--- config.mk ---
export PLATFORM = sky130hd
export DESIGN_NAME = mac_accu_flat
export DESIGN_NICKNAME = d
export VERILOG_FILES = /design/src/rtl/mac_accu_pkg.sv /design/src/rtl/mac_accu_if.sv /design/src/rtl/mac_accu_fifo.sv /design/src/rtl/mac_accu.sv /design/src/flat_wrapper.sv
export SDC_FILE = /design/constraint.sdc
export NUM_CORES = 1
export LEC_CHECK = 0
export CORE_MARGIN = 3
export CORE_UTILIZATION = 41
export CTS_CLUSTER_SIZE = 14
export DETAILED_ROUTE_END_ITERATION = 8
export PLACE_DENSITY_LB_ADDON = 0.15
export SKIP_LAST_GASP = 1
export SLEW_MARGIN = 25
export SYNTH_ARGS = -nofsm -noshare
export SYNTH_HDL_FRONTEND = slang
export SYNTH_HIERARCHICAL = 1
export SYNTH_SLANG_ARGS = --single-unit
--- constraint.sdc ---
create_clock -name nvdla_core_clk -period 13.75 [get_ports nvdla_core_clk]
set_input_delay 1.375 -clock nvdla_core_clk [delete_from_list [all_inputs] [get_ports nvdla_core_clk]]
set_output_delay 1.375 -clock nvdla_core_clk [all_outputs]
set_load 0.03 [all_outputs]
--- src/rtl/mac_accu_pkg.sv ---
// Shared constants, FSM encoding and saturation bounds for the MAC accumulation stage.
package mac_accu_pkg;

    localparam int MAC_W = 36;
    localparam int ACC_W = 44;
    localparam int OUT_W = 32;

    // Output clamp range; wide signed copies are used for comparisons on the rounded sum.
    localparam logic signed [63:0] SAT_MAX_WIDE = 64'sh0000_0000_7FFF_FFFF;
    localparam logic signed [63:0] SAT_MIN_WIDE = -64'sh0000_0000_8000_0000;
    localparam logic [OUT_W-1:0]   SAT_MAX_OUT  = 32'h7FFF_FFFF;
    localparam logic [OUT_W-1:0]   SAT_MIN_OUT  = 32'h8000_0000;

    typedef enum logic {
        ST_IDLE = 1'b0,
        ST_RUN  = 1'b1
    } accu_state_e;

endpackage

--- src/rtl/mac_accu_if.sv ---
// Beat input from the MAC plus the result valid/ready stream.
interface mac_accu_if;
    import mac_accu_pkg::*;

    logic signed [MAC_W-1:0] mac_out_data;
    logic                    mac_out_pvld;
    logic [OUT_W-1:0]        accu_out_data;
    logic                    accu_out_pvld;
    logic                    accu_out_prdy;

    // Accumulator side: consumes beats, produces results.
    modport master (
        input  mac_out_data,
        input  mac_out_pvld,
        input  accu_out_prdy,
        output accu_out_data,
        output accu_out_pvld
    );

    // Environment side: drives beats, accepts results.
    modport slave (
        output mac_out_data,
        output mac_out_pvld,
        output accu_out_prdy,
        input  accu_out_data,
        input  accu_out_pvld
    );

endinterface

--- src/rtl/mac_accu_fifo.sv ---
// Small synchronous FIFO; a write into a full FIFO succeeds only when a read frees a slot the same cycle.
module mac_accu_fifo #(
    parameter int DEPTH = 4,
    parameter int WIDTH = 32
) (
    input  logic             nvdla_core_clk,
    input  logic             nvdla_core_rstn,
    input  logic             wr_en,
    input  logic [WIDTH-1:0] wr_data,
    input  logic             rd_en,
    output logic [WIDTH-1:0] rd_data,
    output logic             full,
    output logic             empty
);

    localparam int AW = $clog2(DEPTH);

    logic [WIDTH-1:0] mem [DEPTH];
    logic [AW:0]      wr_ptr;
    logic [AW:0]      rd_ptr;
    logic             do_rd;
    logic             do_wr;

    assign empty   = (wr_ptr == rd_ptr);
    assign full    = (wr_ptr[AW] != rd_ptr[AW]) && (wr_ptr[AW-1:0] == rd_ptr[AW-1:0]);
    assign do_rd   = rd_en && !empty;
    assign do_wr   = wr_en && (!full || do_rd);
    assign rd_data = mem[rd_ptr[AW-1:0]];

    // Pointer and storage update; storage is cleared so the head reads zero out of reset.
    always_ff @(posedge nvdla_core_clk or negedge nvdla_core_rstn) begin
        if (!nvdla_core_rstn) begin
            wr_ptr <= '0;
            rd_ptr <= '0;
            for (int i = 0; i < DEPTH; i++) begin
                mem[i] <= '0;
            end
        end else begin
            if (do_wr) begin
                mem[wr_ptr[AW-1:0]] <= wr_data;
                wr_ptr              <= wr_ptr + (AW+1)'(1);
            end
            if (do_rd) begin
                rd_ptr <= rd_ptr + (AW+1)'(1);
            end
        end
    end

endmodule

--- src/rtl/mac_accu.sv ---
// Accumulates a configured number of MAC beats per point, rounds/shifts, saturates to 32 bits
// and queues the result in an output FIFO. The MAC cannot be stalled, so a full FIFO drops
// results and raises a sticky overflow flag.
module mac_accu #(
    parameter int FIFO_DEPTH = 4,
    parameter int ACC_W      = mac_accu_pkg::ACC_W
) (
    input  logic              nvdla_core_clk,
    input  logic              nvdla_core_rstn,
    input  logic              cfg_reg_en,
    input  logic [7:0]        cfg_accu_len,
    input  logic [4:0]        cfg_trunc,
    mac_accu_if.master        accu_bus,
    output logic              accu_ovf,
    output logic [15:0]       accu_sat_cnt
);
    import mac_accu_pkg::*;

    localparam logic signed [ACC_W:0] SAT_MAX_R = (ACC_W+1)'(SAT_MAX_WIDE);
    localparam logic signed [ACC_W:0] SAT_MIN_R = (ACC_W+1)'(SAT_MIN_WIDE);

    accu_state_e             state;
    logic [7:0]              len_q;
    logic [4:0]              trunc_q;
    logic [7:0]              beat_cnt;
    logic signed [ACC_W-1:0] partial;
    logic signed [ACC_W-1:0] beat_ext;
    logic signed [ACC_W-1:0] sum_next;

    logic                    post_vld;
    logic signed [ACC_W-1:0] post_sum;
    logic signed [ACC_W:0]   sum_wide;
    logic signed [ACC_W:0]   half;
    logic signed [ACC_W:0]   rounded;
    logic                    sat_hi;
    logic                    sat_lo;
    logic [OUT_W-1:0]        result;

    logic                    fifo_full;
    logic                    fifo_empty;
    logic [OUT_W-1:0]        fifo_head;
    logic                    drop;

    assign beat_ext = {{(ACC_W-MAC_W){accu_bus.mac_out_data[MAC_W-1]}}, accu_bus.mac_out_data};
    assign sum_next = partial + beat_ext;

    // Control FSM with beat counter and partial sum; the closing beat hands its sum to the post stage.
    always_ff @(posedge nvdla_core_clk or negedge nvdla_core_rstn) begin
        if (!nvdla_core_rstn) begin
            state    <= ST_IDLE;
            len_q    <= '0;
            trunc_q  <= '0;
            beat_cnt <= '0;
            partial  <= '0;
            post_vld <= 1'b0;
            post_sum <= '0;
        end else begin
            post_vld <= 1'b0;
            case (state)
                ST_IDLE: begin
                    if (cfg_reg_en) begin
                        state    <= ST_RUN;
                        len_q    <= cfg_accu_len;
                        trunc_q  <= cfg_trunc;
                        beat_cnt <= '0;
                        partial  <= '0;
                    end
                end
                ST_RUN: begin
                    if (cfg_reg_en) begin
                        len_q    <= cfg_accu_len;
                        trunc_q  <= cfg_trunc;
                        beat_cnt <= '0;
                        partial  <= '0;
                    end else if (accu_bus.mac_out_pvld) begin
                        if (beat_cnt == len_q) begin
                            post_vld <= 1'b1;
                            post_sum <= sum_next;
                            partial  <= '0;
                            beat_cnt <= '0;
                        end else begin
                            partial  <= sum_next;
                            beat_cnt <= beat_cnt + 8'd1;
                        end
                    end
                end
                default: state <= ST_IDLE;
            endcase
        end
    end

    // Round-half-up shift at one extra bit of headroom, then clamp into the 32-bit output range.
    always_comb begin
        sum_wide = {post_sum[ACC_W-1], post_sum};
        half     = '0;
        if (trunc_q != 5'd0) begin
            half = (ACC_W+1)'(1) << (trunc_q - 5'd1);
        end
        rounded = (sum_wide + half) >>> trunc_q;
        sat_hi  = (rounded > SAT_MAX_R);
        sat_lo  = (rounded < SAT_MIN_R);
        if (sat_hi) begin
            result = SAT_MAX_OUT;
        end else if (sat_lo) begin
            result = SAT_MIN_OUT;
        end else begin
            result = rounded[OUT_W-1:0];
        end
    end

    // A write is lost only when the FIFO is full and nothing is being read out this cycle.
    assign drop = post_vld && fifo_full && !accu_bus.accu_out_prdy;

    // Status flags: sticky overflow and saturating clamp counter, both cleared by reconfiguration.
    always_ff @(posedge nvdla_core_clk or negedge nvdla_core_rstn) begin
        if (!nvdla_core_rstn) begin
            accu_ovf     <= 1'b0;
            accu_sat_cnt <= '0;
        end else if (cfg_reg_en) begin
            accu_ovf     <= 1'b0;
            accu_sat_cnt <= '0;
        end else begin
            if (drop) begin
                accu_ovf <= 1'b1;
            end
            if (post_vld && (sat_hi || sat_lo) && (accu_sat_cnt != 16'hFFFF)) begin
                accu_sat_cnt <= accu_sat_cnt + 16'd1;
            end
        end
    end

    mac_accu_fifo #(
        .DEPTH (FIFO_DEPTH),
        .WIDTH (OUT_W)
    ) u_fifo (
        .nvdla_core_clk  (nvdla_core_clk),
        .nvdla_core_rstn (nvdla_core_rstn),
        .wr_en           (post_vld),
        .wr_data         (result),
        .rd_en           (accu_bus.accu_out_prdy),
        .rd_data         (fifo_head),
        .full            (fifo_full),
        .empty           (fifo_empty)
    );

    assign accu_bus.accu_out_data = fifo_head;
    assign accu_bus.accu_out_pvld = !fifo_empty;

endmodule

--- src/flat_wrapper.sv ---
// flat-port wrapper written by rule: the top's interface ports become plain ports
module mac_accu_flat import mac_accu_pkg::*;
#(
    parameter int FIFO_DEPTH = 4,
    parameter int ACC_W      = mac_accu_pkg::ACC_W
)
  (nvdla_core_clk, nvdla_core_rstn, cfg_reg_en, cfg_accu_len, cfg_trunc, accu_ovf, accu_sat_cnt, accu_bus_mac_out_data, accu_bus_mac_out_pvld, accu_bus_accu_out_prdy, accu_bus_accu_out_data, accu_bus_accu_out_pvld);
  mac_accu_if accu_bus_i ();
  input  logic nvdla_core_clk;
  input  logic nvdla_core_rstn;
  input  logic cfg_reg_en;
  input  logic [7:0] cfg_accu_len;
  input  logic [4:0] cfg_trunc;
  output logic accu_ovf;
  output logic [15:0] accu_sat_cnt;
  input wire logic [$bits(accu_bus_i.mac_out_data)-1:0] accu_bus_mac_out_data;
  input wire logic [$bits(accu_bus_i.mac_out_pvld)-1:0] accu_bus_mac_out_pvld;
  input wire logic [$bits(accu_bus_i.accu_out_prdy)-1:0] accu_bus_accu_out_prdy;
  output wire logic [$bits(accu_bus_i.accu_out_data)-1:0] accu_bus_accu_out_data;
  output wire logic [$bits(accu_bus_i.accu_out_pvld)-1:0] accu_bus_accu_out_pvld;
  assign accu_bus_i.mac_out_data = accu_bus_mac_out_data;
  assign accu_bus_i.mac_out_pvld = accu_bus_mac_out_pvld;
  assign accu_bus_i.accu_out_prdy = accu_bus_accu_out_prdy;
  assign accu_bus_accu_out_data = accu_bus_i.accu_out_data;
  assign accu_bus_accu_out_pvld = accu_bus_i.accu_out_pvld;
  mac_accu #(.FIFO_DEPTH(FIFO_DEPTH), .ACC_W(ACC_W)) u_core (.nvdla_core_clk(nvdla_core_clk), .nvdla_core_rstn(nvdla_core_rstn), .cfg_reg_en(cfg_reg_en), .cfg_accu_len(cfg_accu_len), .cfg_trunc(cfg_trunc), .accu_bus(accu_bus_i), .accu_ovf(accu_ovf), .accu_sat_cnt(accu_sat_cnt));
endmodule
==> results.py, run 1 <==
metrics = {
    "run_status": {
        "status": "completed",
    },
    "layout": {
        "areaGrowthSynthToFinish_pct": 13.3,
        "nets": 2075,
        "final_common_cell": "dfrtp_1",
        "fin_area_um2": 21500,
        "layout_common_cells": "dfrtp_1, mux2_2, nand2_1",
        "final_cells": 2562,
        "diodes": 0,
        "drive_gt1_frac": 0.182,
    },
    "run": {
        "cap_violations": 0,
    },
    "synthesis": {
        "synthFlopType": "dfrtp_1",
        "synth-seq-cells": 262,
        "synth_cell_types": 96,
        "ys_seq_area_frac": 0.346,
        "syn_avg_cell_area_um2": 10.0,
        "ys_warn_count": 6,
        "synth_nets": 2031,
        "synth_enable_flop_cells": 0,
        "netlist_instances": 1893,
        "mappedNetlistArea_um2": 19000,
        "synthArstFlopShare": 1.00,
    },
    "clock_tree": {
        "clock_latency_ns": 0.57,
        "cts-root-buf": "clkbuf_16",
        "cts_hold_buffers": 0,
        "cts_tree": "yes",
        "clk_pin_slew_worst_paths_ns": 0.06,
        "post_cts_resized": 0,
        "post_cts_buffers": 0,
        "numCtsBuffers": 31,
        "cts.path.max_buffers": 3,
        "htreeDepth": 1,
        "cts.sinks": 262,
    },
    "die": {
        "ios": 104,
        "die-area_um2": 48800,
        "die_h_um": 221,
        "rows": 78,
        "die_w_um": 221,
        "core_area_um2": 45500,
        "start_util": 0.417,
    },
    "timing": {
        "maxSlewHeadroom": 0.382,
        "tightest_slew_ns": 0.928,
        "post-route-period-util": 0.543,
        "finalSetupViolCount": 0,
        "slew_viol_final": 0,
        "fmax_ghz": 0.134,
        "rsz0062_at_grt": "no",
        "setup_tns_ns": 0,
        "period_needed_ns": 7.47,
        "finalHoldViolations": 0,
        "clock_skew_ns": 0.0136,
    },
    "setup_path": {
        "critPathSlowestCell": "a311oi_4",
        "crit_family": "compound AO/OA/AOI/OAI gates",
        "reg2regPathDepth": 22,
        "critPathMaxFanout": 47,
        "rr_startpoint": "u_core/trunc_q[2]",
        "cp.arrival_ns": 7.92,
        "worst_ep_required_time_ns": 14.20,
        "cp-end-kind": "register",
        "r2r-end": "u_core/u_fifo/mem[94]",
        "crit_buf_inv": 5,
        "crit_chain": "buf_4, inv_1, buf_4, nand2_1, nor3_1, ha_1, inv_1, fa_1, nand2b_1, a211o_1, a31oi_4, and4_1, nor3_1, o21ai_2, inv_2, o21ai_0, a221oi_1, a211oi_1, nor3_1, a311oi_4, o21ai_0, mux2_1",
        "critPathLaunchType": "register",
        "path_common_cell": "nor3_1",
        "worstSetupPathType": "register to register",
        "r2r_setup_slack_ns": 6.28,
        "cpPeakStageDelay_ns": 0.84,
    },
    "power_and_ir_drop": {
        "cellLeakagePower_nw": 9.81,
        "sw_frac_of_total": 0.340,
        "cellPowerDensity_nw_per_um2": 116,
        "switchingPower_w": 0.000846,
        "p_total_w": 0.00249,
        "pwr-share-seq": 0.345,
        "internal_power_w": 0.00164,
        "vdd_ir_drop_max_v": 0.000163,
        "clkPwrFrac": 0.346,
        "combPwrFrac": 0.309,
    },
    "grt": {
        "grt_pass1_vias": 15100,
        "grt_max_degree": 155,
        "overflow": 0,
        "grt_first_pass_wirelength_um": 84000,
        "antenna_found_initial": 0,
        "track_usage": 0.206,
    },
    "route": {
        "drc": 0,
        "drtAntennaViolNets": 0,
        "totalWireLength_um": 51200,
        "met3_wirelength_um": 2280,
        "wire_per_inst_um": 20.0,
        "routed-wl-met2_um": 23700,
        "vias_per_cell": 5.84,
        "firstDrtPassIters": 5,
        "first_iter_violations": 1203,
        "highest_layer": "met4",
        "vias": 15000,
        "wl_met1_um": 23700,
    },
    "placed_design": {
        "placed_cell_area_um2": 20400,
        "io_buffers": 103,
        "dp_cells": 2504,
        "gp_congestion": 0.928,
        "hpwl_um": 37000,
    },
    "min_path": {
        "hp-start": "u_core/u_fifo/mem[104]",
        "hp-class": "register to register",
        "holdPathEnd": "u_core/u_fifo/mem[104]",
        "whs_path_depth": 1,
    },
}
sequential cells by signal, indices dropped and copies added (netlist names):
register	count
u_core/state	1
u_core/u_fifo/mem	128
u_core/beat_cnt	8
u_core/post_sum	44
u_core/u_fifo/rd_ptr	3
u_core/trunc_q	5
u_core/u_fifo/wr_ptr	3
u_core/post_vld	1
u_core/partial	44
u_core/accu_sat_cnt	16
u_core/accu_ovf	1
u_core/len_q	8
final cells by class:
cell class / instances / area (µm²)
fill: 4307 / 24000
multi-input combinational: 1480 / 11700
sequential: 262 / 6560
timing repair buffer: 125 / 1210
clock buffer: 41 / 883
tap: 600 / 751
clock inverter: 17 / 209
inverter: 37 / 139
routing by layer:
layer / track usage / up-vias
li1: - / 7139
met1: 0.291 / 7397
met2: 0.332 / 332
met3: 0.0251 / 87
met4: 0.0636 / 0
met5: 0 / -
how the worst max path moves through the flow:
stage                 startpoint                      to  slack (ns)  cells after the start
6_report       u_core/trunc_q[2]   u_core/u_fifo/mem[94]        6.28                     22
5_1_grt        u_core/trunc_q[2]  u_core/u_fifo/mem[122]        5.73                     22
4_1_cts        u_core/trunc_q[2]   u_core/u_fifo/mem[26]        6.31                     22
3_5_place_dp   u_core/trunc_q[2]   u_core/u_fifo/mem[26]        6.34                     22
3_3_place_gp   u_core/trunc_q[2]   u_core/u_fifo/mem[19]        6.43                     22
2_1_floorplan  u_core/trunc_q[2]    u_core/u_fifo/mem[2]        8.06                     25
metrics by stage:
step            util  worst slack (ns)  hold slack, ns
3_3_place_gp   0.448              6.43           0.470
2_1_floorplan      -              8.06           0.454
5_1_grt        0.472              5.73           0.508
3_5_place_dp   0.448              6.34           0.480
4_1_cts        0.472              6.31           0.494
6_report       0.472              6.28           0.492
kinds of logic after synthesis:
group | share of synthesized area
AOI/OAI and AO/OA | 0.180
xor gates and xnor gates | 0.0434
adders and majority gates | 0.0562
buffers and inverters | 0.0380
DFF | 0.346
muxes | 0.210
other | 0.000198
and+or+nand+nor | 0.127
power by group through the flow:
| stage | logic [W] | clock network, W | registers [W] |
|---|---|---|---|
| global route | 0.000849 | 0.000923 | 0.000864 |
| finish | 0.000770 | 0.000862 | 0.000858 |
| detailed placement | 0.000770 | 0 | 0.000871 |
| floorplan | 0.000568 | 0 | 0.000861 |
| CTS | 0.000774 | 0.000890 | 0.000858 |
| global placement | 0.000763 | 0 | 0.000870 |
cells in the mapped netlist (5+ instances only):
cell type / instances / area (µm²)
xnor2_1: 44 / 385
ha_1: 82 / 1030
buf_6: 16 / 180
and3_1: 15 / 93.8
dfrtp_1: 262 / 6560
nor2b_1: 25 / 156
o21ai_0: 101 / 505
o211ai_1: 14 / 105
mux2_4: 30 / 450
a31oi_1: 12 / 75.1
a211o_1: 6 / 52.6
mux2_2: 165 / 1860
o31a_1: 5 / 43.8
a22oi_1: 6 / 45.0
o21ai_1: 6 / 30.0
nor2_1: 142 / 533
o2bb2ai_1: 5 / 43.8
a21o_1: 29 / 218
inv_1: 35 / 131
o21bai_1: 9 / 67.6
a21oi_1: 123 / 616
o31ai_1: 8 / 60.1
or4_1: 5 / 37.5
o21a_1: 13 / 97.6
nand4_1: 25 / 156
mux2_1: 15 / 169
mux2i_1: 66 / 661
a22o_1: 41 / 359
a211oi_1: 21 / 158
nand2_1: 147 / 552
xor2_1: 43 / 377
buf_1: 20 / 75.1
nor3_1: 28 / 140
and2_1: 16 / 100
clkbuf_1: 59 / 221
nor4_1: 13 / 81.3
nand3_1: 49 / 245
or3_1: 11 / 68.8
nand2b_1: 18 / 113
buf_2: 15 / 75.1
mux4_2: 37 / 833
Power figures use the tool's default switching activity.
==> run 2, diff against run 1 <==
- clock period: 13.75 -> 6.8 ns (I/O delays scaled with it)
==> run 2 against run 1 <==
Effect of this change: cell count rose by 0.62%; via count is 0.64% higher; die area is the same; non-clock buffer count up 22; sequential power grew 100%; clock power up 83%; flip-flop and latch count unchanged; clock skew up 0.011 ns; global-route usage increased by 0.13 points; sequential share of layout area about the same; fmax is 15% higher; largest cell class unchanged.
==> results.py, run 2 (same netlist as run 1, synthesis figures left out) <==
metrics = {
    "run_status": {
        "status": "completed",
    },
    "grt": {
        "track_usage": 0.207,
        "grt_first_pass_wirelength_um": 84400,
        "grt_max_degree": 167,
        "overflow": 0,
        "grt_pass1_vias": 15000,
        "antenna_found_initial": 1,
    },
    "timing": {
        "setup_tns_ns": 0,
        "clock_skew_ns": 0.0251,
        "maxSlewHeadroom": 0.384,
        "rsz0062_at_grt": "no",
        "fmax_ghz": 0.154,
        "finalHoldViolations": 0,
        "finalSetupViolCount": 0,
        "tightest_slew_ns": 0.924,
        "slew_viol_final": 0,
        "post-route-period-util": 0.955,
        "period_needed_ns": 6.49,
    },
    "layout": {
        "layout_common_cells": "dfrtp_1, mux2_2, nand2_1",
        "drive_gt1_frac": 0.188,
        "areaGrowthSynthToFinish_pct": 13.4,
        "final_common_cell": "dfrtp_1",
        "top_register": "u_core/u_fifo/mem",
        "diodes": 0,
        "final_cells": 2578,
        "nFillCells": 4374,
        "nets": 2096,
        "largestRegisters": "u_core/u_fifo/mem x128, u_core/partial x44, u_core/post_sum x44",
        "largest_reg_flops": 128,
    },
    "clock_tree": {
        "cts-root-buf": "clkbuf_16",
        "cts.path.max_buffers": 3,
        "cts_hold_buffers": 0,
        "cts_tree": "yes",
        "clock_latency_ns": 0.59,
        "numCtsBuffers": 30,
        "htreeDepth": 1,
        "post_cts_resized": 0,
        "post_cts_buffers": 0,
        "cts.sinks": 262,
        "clk_pin_slew_worst_paths_ns": 0.06,
    },
    "die": {
        "die_h_um": 221,
        "die-area_um2": 48800,
        "start_util": 0.417,
        "die_w_um": 221,
        "rows": 78,
        "ios": 104,
        "core_area_um2": 45500,
    },
    "setup_path": {
        "path_common_cell": "nand2_1",
        "crit_chain": "inv_1, buf_4, nand3_1, fa_1, nand2b_1, a211o_1, a31oi_4, and4_1, o21ai_2, a21oi_1, xor2_1, a222oi_1, nand2_1, o21ai_0, nor3_1, a311o_2, a22oi_1, nand2_1, mux2_4",
        "critPathSlowestCell": "dfrtp_1",
        "worstSetupPathType": "register to register",
        "cp.arrival_ns": 6.97,
        "crit_buf_inv": 2,
        "crit_family": "compound AO/OA/AOI/OAI gates",
        "rr_startpoint": "u_core/trunc_q[4]",
        "critPathMaxFanout": 25,
        "critPathLaunchType": "register",
        "reg2regPathDepth": 19,
        "worst_ep_required_time_ns": 7.28,
        "r2r_setup_slack_ns": 0.31,
        "r2r-end": "u_core/u_fifo/mem[5]",
        "cp-end-kind": "register",
        "cpPeakStageDelay_ns": 0.66,
    },
    "run": {
        "cap_violations": 0,
    },
    "power_and_ir_drop": {
        "pwr-share-seq": 0.356,
        "clkPwrFrac": 0.323,
        "cellLeakagePower_nw": 9.84,
        "combPwrFrac": 0.321,
        "cellPowerDensity_nw_per_um2": 228,
        "vdd_ir_drop_max_v": 0.000302,
        "internal_power_w": 0.00320,
        "sw_frac_of_total": 0.348,
        "switchingPower_w": 0.00170,
    },
    "route": {
        "vias": 15100,
        "wire_per_inst_um": 20.0,
        "drtAntennaViolNets": 0,
        "vias_per_cell": 5.84,
        "first_iter_violations": 1137,
        "drc": 0,
        "firstDrtPassIters": 6,
        "totalWireLength_um": 51600,
    },
    "min_path": {
        "hp-class": "input pin to async pin",
    },
    "placed_design": {
        "hpwl_um": 37500,
        "dp_cells": 2525,
        "io_buffers": 103,
        "gp_congestion": 0.951,
    },
}
[run 2: how the worst max path moves through the flow]
stage | cells after the start | to | from
after floorplan | 25 | u_core/u_fifo/mem[2] | u_core/trunc_q[2]
after global placement | 18 | u_core/u_fifo/mem[5] | u_core/trunc_q[3]
after detailed placement | 19 | u_core/u_fifo/mem[5] | u_core/trunc_q[0]
after CTS | 18 | u_core/u_fifo/mem[5] | u_core/trunc_q[3]
after global routing | 19 | u_core/u_fifo/mem[65] | u_core/trunc_q[4]
final | 19 | u_core/u_fifo/mem[5] | u_core/trunc_q[4]
[run 2: layer usage]
metal | track usage | vias to the layer above | share of wire
met5 | 0 | - | 0.00025
li1 | - | 7171 | -
met2 | 0.341 | 347 | 0.47
met4 | 0.0453 | 2 | 0.022
met3 | 0.0252 | 66 | 0.040
met1 | 0.295 | 7465 | 0.47
[run 2: layout make-up]
| cell class | instances | area (µm²) | share of cell area |
|---|---|---|---|
| inverter | 37 | 139 | 0.00646 |
| sequential | 262 | 6560 | 0.305 |
| clock buffer | 41 | 822 | 0.0382 |
| timing repair buffer | 147 | 1380 | 0.0642 |
| multi-input combinational | 1480 | 11700 | 0.545 |
| clock inverter | 11 | 136 | 0.00634 |
| tap | 600 | 751 | 0.0349 |
[run 2: worst register-to-register path: stages, from the launching register on]
cell and delay, ns:
dfrtp_1 0.66, inv_1 0.19, buf_4 0.30, nand3_1 0.23, fa_1 0.47, nand2b_1 0.18
a211o_1 0.31, a31oi_4 0.27, and4_1 0.40, o21ai_2 0.18, a21oi_1 0.23, xor2_1 0.13
a222oi_1 0.57, nand2_1 0.14, o21ai_0 0.50, nor3_1 0.16, a311o_2 0.62, a22oi_1 0.40
nand2_1 0.18, mux2_4 0.29
[run 2: power by group through the flow]
stage,logic (W),registers [W],clock network (W)
after floorplan,0.00115,0.00174,0
after global placement,0.00156,0.00177,0
after detailed placement,0.00157,0.00177,0
after CTS,0.00157,0.00174,0.00164
after global routing,0.00173,0.00176,0.00170
final,0.00157,0.00174,0.00158
[run 2: through the flow]
step / utilization / area (µm²) / worst slack [ns] / total power [W] / hold WS (ns)
global placement: 0.451 / 20500 / 0.317 / 0.00333 / 0.471
CTS: 0.472 / 21500 / 0.345 / 0.00496 / 0.131
detailed placement: 0.451 / 20500 / 0.378 / 0.00334 / 0.482
finish: 0.473 / 21500 / 0.308 / 0.00490 / 0.0952
floorplan: - / 19000 / 1.11 / 0.00289 / 0.384
global route: 0.473 / 21500 / 0.00931 / 0.00518 / 0.138
==> run 3, diff against run 2 <==
- GPL_TIMING_DRIVEN: default -> 0
==> run 3 against run 2 <==
Effect of this change: global-route usage is 0.55 points higher; routed wire length is 3.3% higher; utilization up 1.4 points.
==> results.py, run 3 (same netlist as run 1, synthesis figures left out) <==
metrics = {
    "run_status": {
        "status": "completed",
    },
    "placed_design": {
        "dp_slack_ns": -0.908,
        "gp_congestion": 0.955,
        "hpwl_um": 40800,
        "io_buffers": 102,
        "placed_cell_area_um2": 20800,
    },
    "setup_path": {
        "critPathSlowestCell": "a311o_2",
        "cp-end-kind": "register",
        "reg2regPathDepth": 25,
        "r2r_setup_slack_ns": 0.25,
        "cp.arrival_ns": 7.00,
        "rr_startpoint": "u_core/trunc_q[4]",
        "path_common_cell": "buf_4",
        "worst_ep_required_time_ns": 7.25,
        "crit_buf_inv": 7,
        "worstSetupPathType": "register to register",
        "critPathMaxFanout": 10,
        "crit_family": "compound AO/OA/AOI/OAI gates",
        "cpPeakStageDelay_ns": 0.48,
        "r2r-end": "u_core/u_fifo/mem[69]",
        "crit_start": "u_core/trunc_q[4]",
        "critPathLaunchType": "register",
    },
    "grt": {
        "antenna_found_initial": 0,
        "grt_use_met3": 0.0216,
        "grt_first_pass_wirelength_um": 85600,
        "grt.busiest_layer": "met2",
        "gr-usage-met1": 0.293,
        "track_usage": 0.213,
        "overflow": 0,
        "grt_use_met2": 0.359,
        "grt_max_degree": 85,
        "grt_pass1_vias": 15300,
    },
    "die": {
        "die-area_um2": 48800,
        "die_w_um": 221,
        "core_area_um2": 45500,
        "ios": 104,
        "start_util": 0.417,
        "rows": 78,
        "die_h_um": 221,
    },
    "clock_tree": {
        "clock_latency_ns": 0.57,
        "htreeDepth": 1,
        "clk_pin_slew_worst_paths_ns": 0.06,
        "cts.path.max_buffers": 3,
        "cts-root-buf": "clkbuf_16",
        "cts_tree": "yes",
        "cts.sinks": 262,
        "numCtsBuffers": 30,
    },
    "timing": {
        "post-route-period-util": 0.963,
        "period_needed_ns": 6.55,
        "fmax_ghz": 0.153,
        "fin_ws_ns": 0.254,
        "clock_skew_ns": 0.0194,
        "slew_viol_final": 0,
        "maxSlewHeadroom": 0.397,
        "tightest_slew_ns": 0.898,
        "finalHoldViolations": 0,
        "finalSetupViolCount": 0,
    },
    "layout": {
        "drive_gt1_frac": 0.206,
        "nets": 2172,
        "top_register": "u_core/u_fifo/mem",
        "largestRegisters": "u_core/u_fifo/mem x128, u_core/partial x44, u_core/post_sum x44",
        "diodes": 0,
        "layout_common_cells": "dfrtp_1, mux2_2, nand2_1",
        "fin_area_um2": 22100,
        "final_common_cell": "dfrtp_1",
        "final_util": 0.487,
        "largest_reg_flops": 128,
        "areaGrowthSynthToFinish_pct": 16.8,
    },
    "route": {
        "totalWireLength_um": 53400,
        "firstDrtPassIters": 6,
        "vias_per_cell": 5.78,
        "vias": 15400,
        "first_iter_violations": 982,
        "drc": 0,
        "wire_per_inst_um": 20.1,
        "drtAntennaViolNets": 0,
    },
    "run": {
        "cap_violations": 0,
    },
    "power_and_ir_drop": {
        "sw_frac_of_total": 0.343,
        "cellLeakagePower_nw": 10.1,
        "clkPwrFrac": 0.334,
        "combPwrFrac": 0.324,
        "internal_power_w": 0.00334,
        "pwr-share-seq": 0.342,
        "cellPowerDensity_nw_per_um2": 230,
        "vdd_ir_drop_max_v": 0.000185,
        "switchingPower_w": 0.00175,
    },
    "min_path": {
        "hp-class": "input pin to async pin",
    },
}
-- run 3: cell types whose count changed in the layout (fill, tap and decap cells not counted), sizes merged --
cell / previous run / this run
clkinv: 8 / 9
buf: 46 / 65
clkinvlp: 1 / 3
clkbuf: 41 / 97
bufinv: 2 / 4
-- run 3: layer usage --
layer / vias to the layer above / part of all wire
met5: - / 0
met4: 0 / 0.026
met3: 80 / 0.041
met2: 330 / 0.48
met1: 7600 / 0.46
li1: 7342 / -
-- run 3: power by group through the flow --
stage / Sequential [W] / Combinational (W) / Clock [W]
after global routing: 0.00175 / 0.00180 / 0.00182
after global placement: 0.00176 / 0.00158 / 0
after detailed placement: 0.00176 / 0.00160 / 0
final: 0.00174 / 0.00164 / 0.00170
after CTS: 0.00174 / 0.00162 / 0.00175
after floorplan: 0.00174 / 0.00115 / 0
-- run 3: final cells by class --
type / instances / area (µm²)
tap: 600 / 751
clock inverter: 16 / 206
timing repair buffer: 113 / 1170
inverter: 37 / 139
clock buffer: 40 / 848
fill: 4354 / 23300
sequential: 262 / 6560
buffer: 110 / 608
multi-input combinational: 1480 / 11900
-- run 3: how the worst max path moves through the flow --
stage	endpoint	slack, ns	depth (start not counted)
2_1_floorplan	u_core/u_fifo/mem[2]	1.11	25
3_3_place_gp	u_core/partial[37]	-6.30	1
3_5_place_dp	u_core/u_fifo/mem[36]	-0.91	24
4_1_cts	u_core/u_fifo/mem[69]	0.003	24
5_1_grt	u_core/u_fifo/mem[94]	-0.01	25
6_report	u_core/u_fifo/mem[69]	0.25	25
-- run 3: timing repair --
item,CTS,global route
hold buffers,0,0
buffers inserted,2,6
setup endpoints to repair,140,133
resized for setup,26,57
pin swaps,2,7
-- run 3: through the flow --
stage	hold WS [ns]	cells	power, W	TNS, ns
after floorplan	0.384	1893	0.00289	0
after global placement	0.469	2595	0.00335	-1749.56
after detailed placement	0.480	2598	0.00336	-105.27
after CTS	0.0532	2655	0.00511	0
after global routing	0.0760	2658	0.00537	-0.0195
final	0.0517	2658	0.00508	0
